<file path="src/rtl/ej32_pkg.sv">
// Shared types for the mb8 memory-port arbiter: FSM states and the read-return owner tag.
package ej32_pkg;

    typedef enum logic [1:0] {
        IDLE  = 2'd0,
        BURST = 2'd1,
        DRAIN = 2'd2
    } arb_state_t;

    typedef enum logic [1:0] {
        OWN_NONE = 2'd0,
        OWN_CORE = 2'd1,
        OWN_DBG  = 2'd2
    } owner_t;

endpackage

</file>
<file path="src/rtl/mb8_starve_cnt.sv">
// Counts consecutive core grants during a debug burst and flags when debug must take
// the next cycle. Only instantiated when MB8_ARB_FAIR_EN is defined.
module mb8_starve_cnt #(
    parameter int STARVE_MAX = 8
) (
    input  logic clk,
    input  logic rst,
    input  logic inc,
    input  logic clr,
    output logic starved
);

    localparam int CW = $clog2(STARVE_MAX + 1);

    logic [CW-1:0] cnt;

    // Saturates at STARVE_MAX; clr wins so a forced debug slot always restarts the window.
    always_ff @(posedge clk or posedge rst) begin
        if (rst) begin
            cnt <= '0;
        end else if (clr) begin
            cnt <= '0;
        end else if (inc && !starved) begin
            cnt <= cnt + 1'b1;
        end
    end

    assign starved = (cnt >= CW'(STARVE_MAX));

endmodule

</file>
<file path="src/rtl/mb8_arbiter.sv">
// Shares one byte-wide memory port between a core and a debug burst reader.
// Define MB8_ARB_FAIR_EN to bound how long a pending burst can be starved by the core.
module mb8_arbiter
    import ej32_pkg::*;
#(
    parameter int AW         = 32,
    parameter int LW         = 12,
    parameter int STARVE_MAX = 8
) (
    input  logic          clk,
    input  logic          rst,
    input  logic          core_req,
    input  logic          core_we,
    input  logic [AW-1:0] core_addr,
    input  logic [7:0]    core_wdata,
    output logic          core_gnt,
    output logic [7:0]    core_rdata,
    output logic          core_rvalid,
    input  logic          dbg_start,
    input  logic [AW-1:0] dbg_base,
    input  logic [LW-1:0] dbg_len,
    output logic          dbg_busy,
    output logic [7:0]    dbg_data,
    output logic          dbg_valid,
    output logic          dbg_done,
    output logic [AW-1:0] mem_addr,
    output logic          mem_we,
    output logic [7:0]    mem_wdata,
    input  logic [7:0]    mem_rdata,
    output arb_state_t    fsm_state
);

    // Handshake: core_req is held until core_gnt=1 in the same cycle; core_rvalid and
    // dbg_valid are single-cycle strobes with no back-pressure, one cycle after the access.

    arb_state_t    state, state_d;
    owner_t        owner, owner_d;
    logic [AW-1:0] ptr, ptr_d;
    logic [LW-1:0] cnt, cnt_d;
    logic          zero_done, zero_done_d;
    logic          dbg_issue;
    logic          force_dbg;

    assign dbg_issue = (state == BURST) && (!core_req || force_dbg);

`ifdef MB8_ARB_FAIR_EN
    mb8_starve_cnt #(
        .STARVE_MAX(STARVE_MAX)
    ) u_starve (
        .clk    (clk),
        .rst    (rst),
        .inc    ((state == BURST) && core_gnt),
        .clr    (dbg_issue || (state != BURST)),
        .starved(force_dbg)
    );
`else
    // Strict core priority: the fairness bound has no effect in this build.
    assign force_dbg = (STARVE_MAX < 0);
`endif

    always_comb begin
        core_gnt  = core_req;
        mem_addr  = core_addr;
        mem_we    = core_we;
        mem_wdata = core_wdata;
        if (dbg_issue) begin
            core_gnt  = 1'b0;
            mem_addr  = ptr;
            mem_we    = 1'b0;
            mem_wdata = '0;
        end
    end

    always_comb begin
        state_d     = state;
        ptr_d       = ptr;
        cnt_d       = cnt;
        zero_done_d = 1'b0;
        case (state)
            IDLE: begin
                if (dbg_start) begin
                    if (dbg_len != '0) begin
                        state_d = BURST;
                        ptr_d   = dbg_base;
                        cnt_d   = dbg_len;
                    end else begin
                        zero_done_d = 1'b1;
                    end
                end
            end
            BURST: begin
                if (dbg_issue) begin
                    ptr_d = ptr + 1'b1;
                    cnt_d = cnt - 1'b1;
                    if (cnt == LW'(1)) begin
                        state_d = DRAIN;
                    end
                end
            end
            DRAIN:   state_d = IDLE;
            default: state_d = IDLE;
        endcase
    end

    // The tag records who owns the byte that the memory returns next cycle.
    always_comb begin
        owner_d = OWN_NONE;
        if (dbg_issue) begin
            owner_d = OWN_DBG;
        end else if (core_gnt && !core_we) begin
            owner_d = OWN_CORE;
        end
    end

    always_ff @(posedge clk or posedge rst) begin
        if (rst) begin
            state     <= IDLE;
            owner     <= OWN_NONE;
            ptr       <= '0;
            cnt       <= '0;
            zero_done <= 1'b0;
        end else begin
            state     <= state_d;
            owner     <= owner_d;
            ptr       <= ptr_d;
            cnt       <= cnt_d;
            zero_done <= zero_done_d;
        end
    end

    assign core_rvalid = (owner == OWN_CORE);
    assign dbg_valid   = (owner == OWN_DBG);
    assign core_rdata  = core_rvalid ? mem_rdata : 8'h00;
    assign dbg_data    = dbg_valid ? mem_rdata : 8'h00;
    assign dbg_busy    = (state != IDLE);
    assign dbg_done    = (state == DRAIN) || zero_done;
    assign fsm_state   = state;

endmodule

</file>
<file path="config.mk">
export PLATFORM = sky130hd
export DESIGN_NAME = mb8_arbiter
export DESIGN_NICKNAME = d
export VERILOG_FILES = /design/src/rtl/ej32_pkg.sv /design/src/rtl/mb8_starve_cnt.sv /design/src/rtl/mb8_arbiter.sv
export SDC_FILE = /design/constraint.sdc
export NUM_CORES = 1
export LEC_CHECK = 0
export CAP_MARGIN = 20
export CORE_MARGIN = 8
export CORE_UTILIZATION = 39
export DETAILED_ROUTE_END_ITERATION = 8
export PLACE_DENSITY = 0.78
export SYNTH_ARGS = -nofsm -noshare
export SYNTH_HDL_FRONTEND = slang
export SYNTH_SLANG_ARGS = --single-unit
</file>
<file path="constraint.sdc">
create_clock -name clk -period 2 [get_ports clk]
set_input_delay 0.5 -clock clk [delete_from_list [all_inputs] [get_ports clk]]
set_output_delay 0.5 -clock clk [all_outputs]
set_load 0.1 [all_outputs]
</file>
==> flow_summary.rst, run 1 <==
.. list-table::
   :header-rows: 1

   * - Metric
     - Value
   * - Die footprint
     - 0.01281 mm²
   * - Fin Clk Skew
     - 0.005813 ns
   * - Root Driver
     - sky130_fd_sc_hd__clkbuf_8
   * - Drt wl/cell
     - 21.20 µm
   * - Area taken by multi-input logic gates
     - 0.002640 mm²
   * - Drt initial violations
     - 483
   * - Mean instance size in the synthesized netlist
     - 8.650 µm²
   * - Leak pwr
     - 3.141 nW
   * - Global-route wire length before repair
     - 24,330 µm
   * - FFs w/ async S/R, synth
     - 100.0%
   * - Final cell count without fillers
     - 760
   * - Cell chain of the critical path
     - nand2b_4, or2_4, clkinv_8, clkbuf_16, mux2_4, buf_12
   * - Failing checks
     - setup timing
   * - Element type at the critical path end
     - primary output
   * - Final-report max-slew violation count
     - 0
   * - First-pass iteration count of the detailed router
     - 5
   * - Number of global-route vias before repair
     - 4,786
   * - Share of post-route cells with drive strength above 1
     - 41.76%
   * - Maximum number of pins on one net before global-route repair
     - 50
   * - Final setup violation count
     - 41
   * - Final net count
     - 748
   * - Total Neg Setup Slack
     - -16.53 ns
   * - Final hold slack
     - 0.5414 ns
   * - Total power
     - 0.01132 W
   * - Relative slew slack
     - 60.46%
   * - CTS buffer count
     - 5
   * - Bufs on Longest Clock Path
     - 2
   * - Post-synthesis to final-layout area growth
     - 96.33%
   * - Highest clock rate
     - 0.4079 GHz
   * - Number of synthesized register bits
     - 49
   * - Input/output buffers
     - 160
   * - Post-detailed-route DRC marker count
     - 0
   * - Standard-cell row count
     - 35
   * - Hold/Removal Path Class
     - input pin to async pin
   * - Syn nets
     - 526
   * - Total gr overflow
     - 0
   * - Final Hold Vio Count
     - 0
   * - Register area
     - 0.001235 mm²
   * - Die X-Extent
     - 113.2 µm
   * - Setup slack after layout
     - -0.4517 ns
   * - Flip-flop cell with the highest count after synthesis
     - sky130_fd_sc_hd__dfrtp_1
   * - Class of the most critical setup path
     - flip-flop to primary output
   * - Period Utilization, post-route
     - 122.6%
   * - Post-synthesis instance total
     - 426
   * - Most common cell after layout, fill and taps aside
     - sky130_fd_sc_hd__clkdlybuf4s50_1
   * - Part of the Yosys area used for sequential elements
     - 33.28%
   * - Highest-count cells in the layout ignoring fill and taps
     - 89 x sky130_fd_sc_hd__clkdlybuf4s50_1, 70 x sky130_fd_sc_hd__buf_12, 65 x sky130_fd_sc_hd__buf_4
   * - Clock transition at path regs
     - 0.09 ns
   * - Antenna Violating Nets Remaining
     - 0
   * - Clock latency reported for the late side of the worst-skew pair
     - 0.31 ns
   * - Shortest clock period the worst path allows after layout
     - 2.452 ns
   * - Number of fill cells
     - 573
   * - Routability-driven placement congestion ratio
     - 0.8561
   * - Status
     - complete, but fails checks
   * - HPWL after detailed placement
     - 11,320 µm
   * - Count of maximum capacitance violations
     - 0
   * - CP max-delay cell
     - sky130_fd_sc_hd__dfrtp_4
   * - CP Max Fanout
     - 8
   * - WP data arrival
     - 1.95 ns
   * - Peak VDD IR
     - 865.2 µV
   * - Antenna violations before repair
     - 0
   * - Aggregate global-route resource usage
     - 23.33%
   * - CP required
     - 1.50 ns
   * - Placed instance count
     - 728
   * - Number of sinks driven by the clock tree
     - 49
   * - Post-cts hold buffer count
     - 0
   * - Detail-routed via count per cell
     - 6.064
   * - Number of top-level pins
     - 161
   * - Count of yosys warnings during synthesis
     - 0
   * - Summed instance area of the synthesized netlist
     - 0.003685 mm²
   * - Max incr delay on CP
     - 0.48 ns
   * - Number of vias after detailed routing
     - 4,609
   * - Effective utilization at floorplan
     - 40.07%
   * - Placeable core region
     - 0.009196 mm²
   * - Clock tree from TritonCTS
     - yes
   * - Number of H-tree levels
     - 2
   * - RSZ-0062 raised after global routing
     - true
   * - DIE HEIGHT
     - 113.2 µm
   * - Number of antenna diodes
     - 0
   * - Routed wire length
     - 16,110 µm
   * - Number of distinct library cells after synthesis
     - 69
   * - Power per unit of standard cell area
     - 1565 mW/mm²
   * - Kind of start point of the critical path
     - flip-flop
   * - Number of synthesized flops with an enable pin
     - 0
   * - Tightest Pin Transition
     - 0.5918 ns
==> cell families (layout without fill, tap and decap cells) <==
family | count (synthesis) | count (layout) | synth area share (%)
mux | 28 | 28 | 8.523
simple gates | 180 | 182 | 27.33
compound gates | 124 | 124 | 23.43
buf+inv | 42 | 263 | 6.418
flops | 49 | 49 | 33.28
fa+ha+maj | 3 | 3 | 1.019
==> registers in the layout, summed over array words and instances (netlist names) <==
register	cells
cnt	12
fsm_state	2
owner	2
ptr	32
zero_done	1
==> path summary, 6_finish.rpt <==
check | from | end | slack [ns] | cells past startpoint
min in group clk | cnt[10] | cnt[10] | 0.56 | 2
max reg2reg | cnt[0] | cnt[8] | 0.02 | 7
min | rst | cnt[7] | 0.54 | 3
max | fsm_state[1] | mem_addr[22] | -0.45 | 6
min reg2reg | cnt[10] | cnt[10] | 0.56 | 2
max in group asynchronous | rst | fsm_state[1] | 1.20 | 3
==> Yosys cell counts (all sizes together) (3+ instances only) <==
master  number  area, µm²
a21o         4      30.03
a21oi       27      138.9
a22o         3      26.28
a31oi        9      56.30
a41o         3      33.78
and2        22      143.9
and3         5      31.28
and4         6      55.05
buf         22      137.6
clkbuf      10      61.32
dfrtp       49       1226
ha           3      37.54
inv         10      37.54
mux2        27      304.0
nand2       34      127.6
nand2b       5      31.28
nand3       16      85.08
nand4       15      115.1
nor2        34      127.6
nor2b       13      81.33
nor3        13      87.58
nor3b        3      22.52
nor4         5      37.53
o21ai       24      120.1
o21bai       3      22.52
o221a        6      67.56
o22a         5      43.79
o22ai       13      81.33
o32ai        3      26.28
or2          3      18.77
or3          4      25.02
==> layer usage <==
| metal | routed length [µm] | share of wire (%) | track usage [%] | vias to the layer above |
|---|---|---|---|---|
| li1 | - | - | - | 2032 |
| met1 | 6085 | 38 | 26.91 | 2198 |
| met2 | 8040 | 50 | 41.35 | 316 |
| met3 | 1359 | 8.4 | 4.952 | 63 |
| met4 | 624 | 3.9 | 8.703 | 0 |
| met5 | 0 | 0 | 0 | - |
==> power by group <==
group / switching (W) / total (W) / internal [W]
clock: 0.000352 / 0.000665 / 0.000314
sequential: 0.000616 / 0.00206 / 0.00145
combinational: 0.00493 / 0.00859 / 0.00366
total: 0.00590 / 0.0113 / 0.00542
==> through the flow <==
step / setup WS [ns] / instance area (µm²) / utilization, %
finish: -0.4517 / 7234 / 78.67
CTS: -0.5082 / 7010 / 76.23
global placement: -0.5309 / 6690 / 72.75
global route: -0.4830 / 7234 / 78.67
floorplan: -0.4414 / 4018 / -
detailed placement: -0.5292 / 6690 / 72.75
==> area by class of cell <==
type	count	share of cell area [%]
well taps	111	1.920
clock inverters	1	0.06918
multi-input cells	337	36.49
clock buffers	7	1.332
repair buffers	245	42.37
inverters	10	0.7437
flip-flops and latches	49	17.07
==> critical path, delay by kind of cell, from the launching register on <==
| kind | cells | cell delay (ns) |
|---|---|---|
| flops | 1 | 0.48 |
| simple gates | 2 | 0.42 |
| buf+inv | 3 | 0.42 |
| mux | 1 | 0.31 |
==> repair_timing <==
item,CTS,global route
endpoints found under the hold margin,0,0
resized for setup,31,29
gates cloned,3,4
setup endpoints to repair,69,73
pin swaps,6,7
setup buffers,11,7
Note: power is estimated with default switching activity, not from simulation.
==> run 2: changes to the inputs <==
--- a/config.mk
+++ b/config.mk
@@ -10,6 +10,7 @@
 export CORE_UTILIZATION = 39
 export DETAILED_ROUTE_END_ITERATION = 8
 export PLACE_DENSITY = 0.78
+export SKIP_CTS_REPAIR_TIMING = 1
 export SYNTH_ARGS = -nofsm -noshare
 export SYNTH_HDL_FRONTEND = slang
 export SYNTH_SLANG_ARGS = --single-unit
==> flow_summary.rst, run 2 (synthesis results as in run 1) <==
.. list-table::
   :header-rows: 1

   * - Metric
     - Value
   * - Status
     - complete, but fails checks (unchanged)
   * - Failing checks
     - setup timing (unchanged)
   * - Total Neg Setup Slack
     - -16.22 ns (was -16.53 ns)
   * - Drt wl/cell
     - 20.53 µm (was 21.20 µm)
   * - Clock latency reported for the late side of the worst-skew pair
     - 0.31 ns (about the same)
   * - Final cell count without fillers
     - 759 (was 760)
   * - Sequential share of power
     - 18.2% (about the same)
   * - Element type at the critical path end
     - primary output (unchanged)
   * - Worst flop-to-flop path startpoint
     - fsm_state[0] (was cnt[0])
   * - Final-report max-slew violation count
     - 0 (unchanged)
   * - Most flop-heavy register
     - ptr (unchanged)
   * - Share of post-route cells with drive strength above 1
     - 41.05% (was 41.76%)
   * - Combinational Power Share
     - 75.8% (was 75.9%)
   * - Fin Clk Skew
     - 0.008354 ns (was 0.005813 ns)
   * - Worst setup slack for register-to-register paths
     - -0.01 ns (was 0.02 ns)
   * - Most common cell after layout, fill and taps aside
     - sky130_fd_sc_hd__clkdlybuf4s50_1 (unchanged)
   * - WP data arrival
     - 1.95 ns (about the same)
   * - Clock tree from TritonCTS
     - yes (unchanged)
   * - Standard-cell row count
     - 35 (unchanged)
   * - Effective utilization at floorplan
     - 40.07% (unchanged)
   * - Highest-count cells in the layout ignoring fill and taps
     - 85 x sky130_fd_sc_hd__clkdlybuf4s50_1, 72 x sky130_fd_sc_hd__buf_4, 71 x sky130_fd_sc_hd__buf_12 (was 89 x sky130_fd_sc_hd__clkdlybuf4s50_1, 70 x sky130_fd_sc_hd__buf_12, 65 x sky130_fd_sc_hd__buf_4)
   * - Top Registers
     - ptr (32), cnt (12) (unchanged)
   * - Post-placement setup slack
     - -0.5292 ns (unchanged)
   * - RSZ-0062 raised after global routing
     - true (unchanged)
   * - HPWL after detailed placement
     - 11,320 µm (unchanged)
   * - Antenna violations before repair
     - 0 (unchanged)
   * - Maximum number of pins on one net before global-route repair
     - 50 (unchanged)
   * - Final Hold Vio Count
     - 0 (unchanged)
   * - Peak VDD IR
     - 893.5 µV (was 865.2 µV)
   * - Total gr overflow
     - 0 (unchanged)
   * - DIE HEIGHT
     - 113.2 µm (unchanged)
   * - Placed instance count
     - 728 (unchanged)
   * - Input/output buffers
     - 160 (unchanged)
   * - Number of antenna diodes
     - 0 (unchanged)
   * - Tightest Pin Transition
     - 0.5374 ns (was 0.5918 ns)
   * - Post-detailed-route DRC marker count
     - 0 (unchanged)
   * - Final setup violation count
     - 42 (was 41)
   * - Flip-flop count of the largest register after layout
     - 32 (unchanged)
   * - Hold/Removal Path Class
     - input pin to async pin (unchanged)
   * - R2R cell count
     - 8 (was 7)
   * - First-pass iteration count of the detailed router
     - 5 (unchanged)
   * - Die X-Extent
     - 113.2 µm (unchanged)
   * - Period Utilization, post-route
     - 122.7% (was 122.6%)
   * - Class of the most critical setup path
     - flip-flop to primary output (unchanged)
   * - CP Max Fanout
     - 7 (was 8)
   * - Placed cell areas
     - 0.006690 mm² (unchanged)
   * - Terminus of the critical flop-to-flop path
     - ptr[15] (was cnt[8])
   * - Antenna Violating Nets Remaining
     - 0 (unchanged)
   * - Clock transition at path regs
     - 0.09 ns (about the same)
   * - Setup slack after layout
     - -0.4542 ns (was -0.4517 ns)
   * - Kind of start point of the critical path
     - flip-flop (unchanged)
   * - Placeable core region
     - 0.009196 mm² (unchanged)
   * - Leak pwr
     - 3.200 nW (was 3.141 nW)
   * - CP required
     - 1.50 ns (about the same)
   * - Die footprint
     - 0.01281 mm² (unchanged)
   * - Number of sinks driven by the clock tree
     - 49 (unchanged)
   * - Root Driver
     - sky130_fd_sc_hd__clkbuf_8 (unchanged)
   * - Routed wire length
     - 15,580 µm (was 16,110 µm)
   * - Routability-driven placement congestion ratio
     - 0.8561 (unchanged)
   * - Final cell area excluding filler cells
     - 0.007216 mm² (was 0.007234 mm²)
   * - Final net count
     - 747 (was 748)
   * - Number of global-route vias before repair
     - 4,602 (was 4,786)
   * - Internal power of the cells
     - 0.005429 W (was 0.005419 W)
   * - Global-route wire length before repair
     - 23,080 µm (was 24,330 µm)
   * - Drt initial violations
     - 405 (was 483)
   * - Highest clock rate
     - 0.4075 GHz (was 0.4079 GHz)
   * - Detail-routed via count per cell
     - 6.050 (was 6.064)
   * - Relative slew slack
     - 64.09% (was 60.46%)
   * - Number of vias after detailed routing
     - 4,592 (was 4,609)
   * - Switching share of power
     - 51.83% (was 52.13%)
   * - Post-synthesis to final-layout area growth
     - 95.82% (was 96.33%)
   * - Shortest clock period the worst path allows after layout
     - 2.454 ns (was 2.452 ns)
   * - Number of H-tree levels
     - 2 (unchanged)
   * - Number of top-level pins
     - 161 (unchanged)
   * - Aggregate global-route resource usage
     - 21.99% (was 23.33%)
   * - Count of maximum capacitance violations
     - 0 (unchanged)
   * - Bufs on Longest Clock Path
     - 2 (unchanged)
   * - Power per unit of standard cell area
     - 1562 mW/mm² (was 1565 mW/mm²)
   * - CTS buffer count
     - 5 (unchanged)
   * - Relative contribution of the clock network to total power
     - 6.0% (was 5.9%)
   * - Switching pwr
     - 0.005841 W (was 0.005901 W)
[run 2: cell types whose count changed in the layout (fill, tap and decap cells not counted), moves of 2 or more]
cell                              delta
sky130_fd_sc_hd__dlygate4sd2_1       -4
sky130_fd_sc_hd__clkdlybuf4s50_1     -4
sky130_fd_sc_hd__nand2_4             -2
sky130_fd_sc_hd__buf_6               -7
sky130_fd_sc_hd__dlymetal6s2s_1      +8
sky130_fd_sc_hd__clkbuf_16           +2
sky130_fd_sc_hd__nand2_2             +2
sky130_fd_sc_hd__buf_4               +7
[run 2: how the worst max path moves through the flow]
stage | start | endpoint | depth (start not counted)
5_1_grt | fsm_state[1] | mem_addr[10] | 6
3_5_place_dp | core_req | mem_addr[0] | 6
4_1_cts | fsm_state[1] | mem_addr[0] | 6
2_1_floorplan | fsm_state[0] | mem_addr[10] | 7
6_report | fsm_state[1] | mem_addr[4] | 6
3_3_place_gp | core_req | mem_addr[0] | 6
[run 2: per-layer routing]
layer	part of all wire [%]	vias to the layer above	GRT usage [%]	wire [µm]
li1	-	2042	-	-
met1	39	2223	25.88	6116
met2	50	288	38.97	7770
met3	8.6	39	4.686	1333
met4	2.3	0	6.750	361
met5	0	-	0	0
[run 2: worst max-delay path, stage by stage, from the launching register on]
cell and delay [ns]:
sky130_fd_sc_hd__dfrtp_4 0.48, sky130_fd_sc_hd__nand2b_4 0.16, sky130_fd_sc_hd__or2_4 0.26, sky130_fd_sc_hd__clkinv_8 0.09, sky130_fd_sc_hd__clkbuf_16 0.16, sky130_fd_sc_hd__mux2_4 0.32
sky130_fd_sc_hd__buf_12 0.17
[run 2: final cells by class]
type	count	area, µm²
clock buffer	7	96.34
clock inverter	1	5.005
fill	572	1981
inverter	10	53.80
multi-input combinational	336	2600
sequential	49	1235
tap	111	138.9
timing repair buffer	245	3087
[run 2: per-stage QoR]
| stage | hold WS, ns | total power [W] | utilization, % |
|---|---|---|---|
| final | 0.5353 | 0.01127 | 78.46 |
| after global routing | 0.5666 | 0.01174 | 78.46 |
| after CTS | 0.5539 | 0.01055 | 73.85 |
| after detailed placement | 0.5304 | 0.009882 | 72.75 |
| after global placement | 0.4956 | 0.009652 | 72.75 |
| after floorplan | 0.4636 | 0.007116 | - |
[run 2: power groups by stage]
stage	Sequential [W]	Combinational (W)	Clock, W
5_1_grt	0.00211	0.00893	0.000706
2_1_floorplan	0.00197	0.00515	0
4_1_cts	0.00200	0.00789	0.000669
3_3_place_gp	0.00198	0.00767	0
6_report	0.00205	0.00854	0.000675
3_5_place_dp	0.00201	0.00787	0
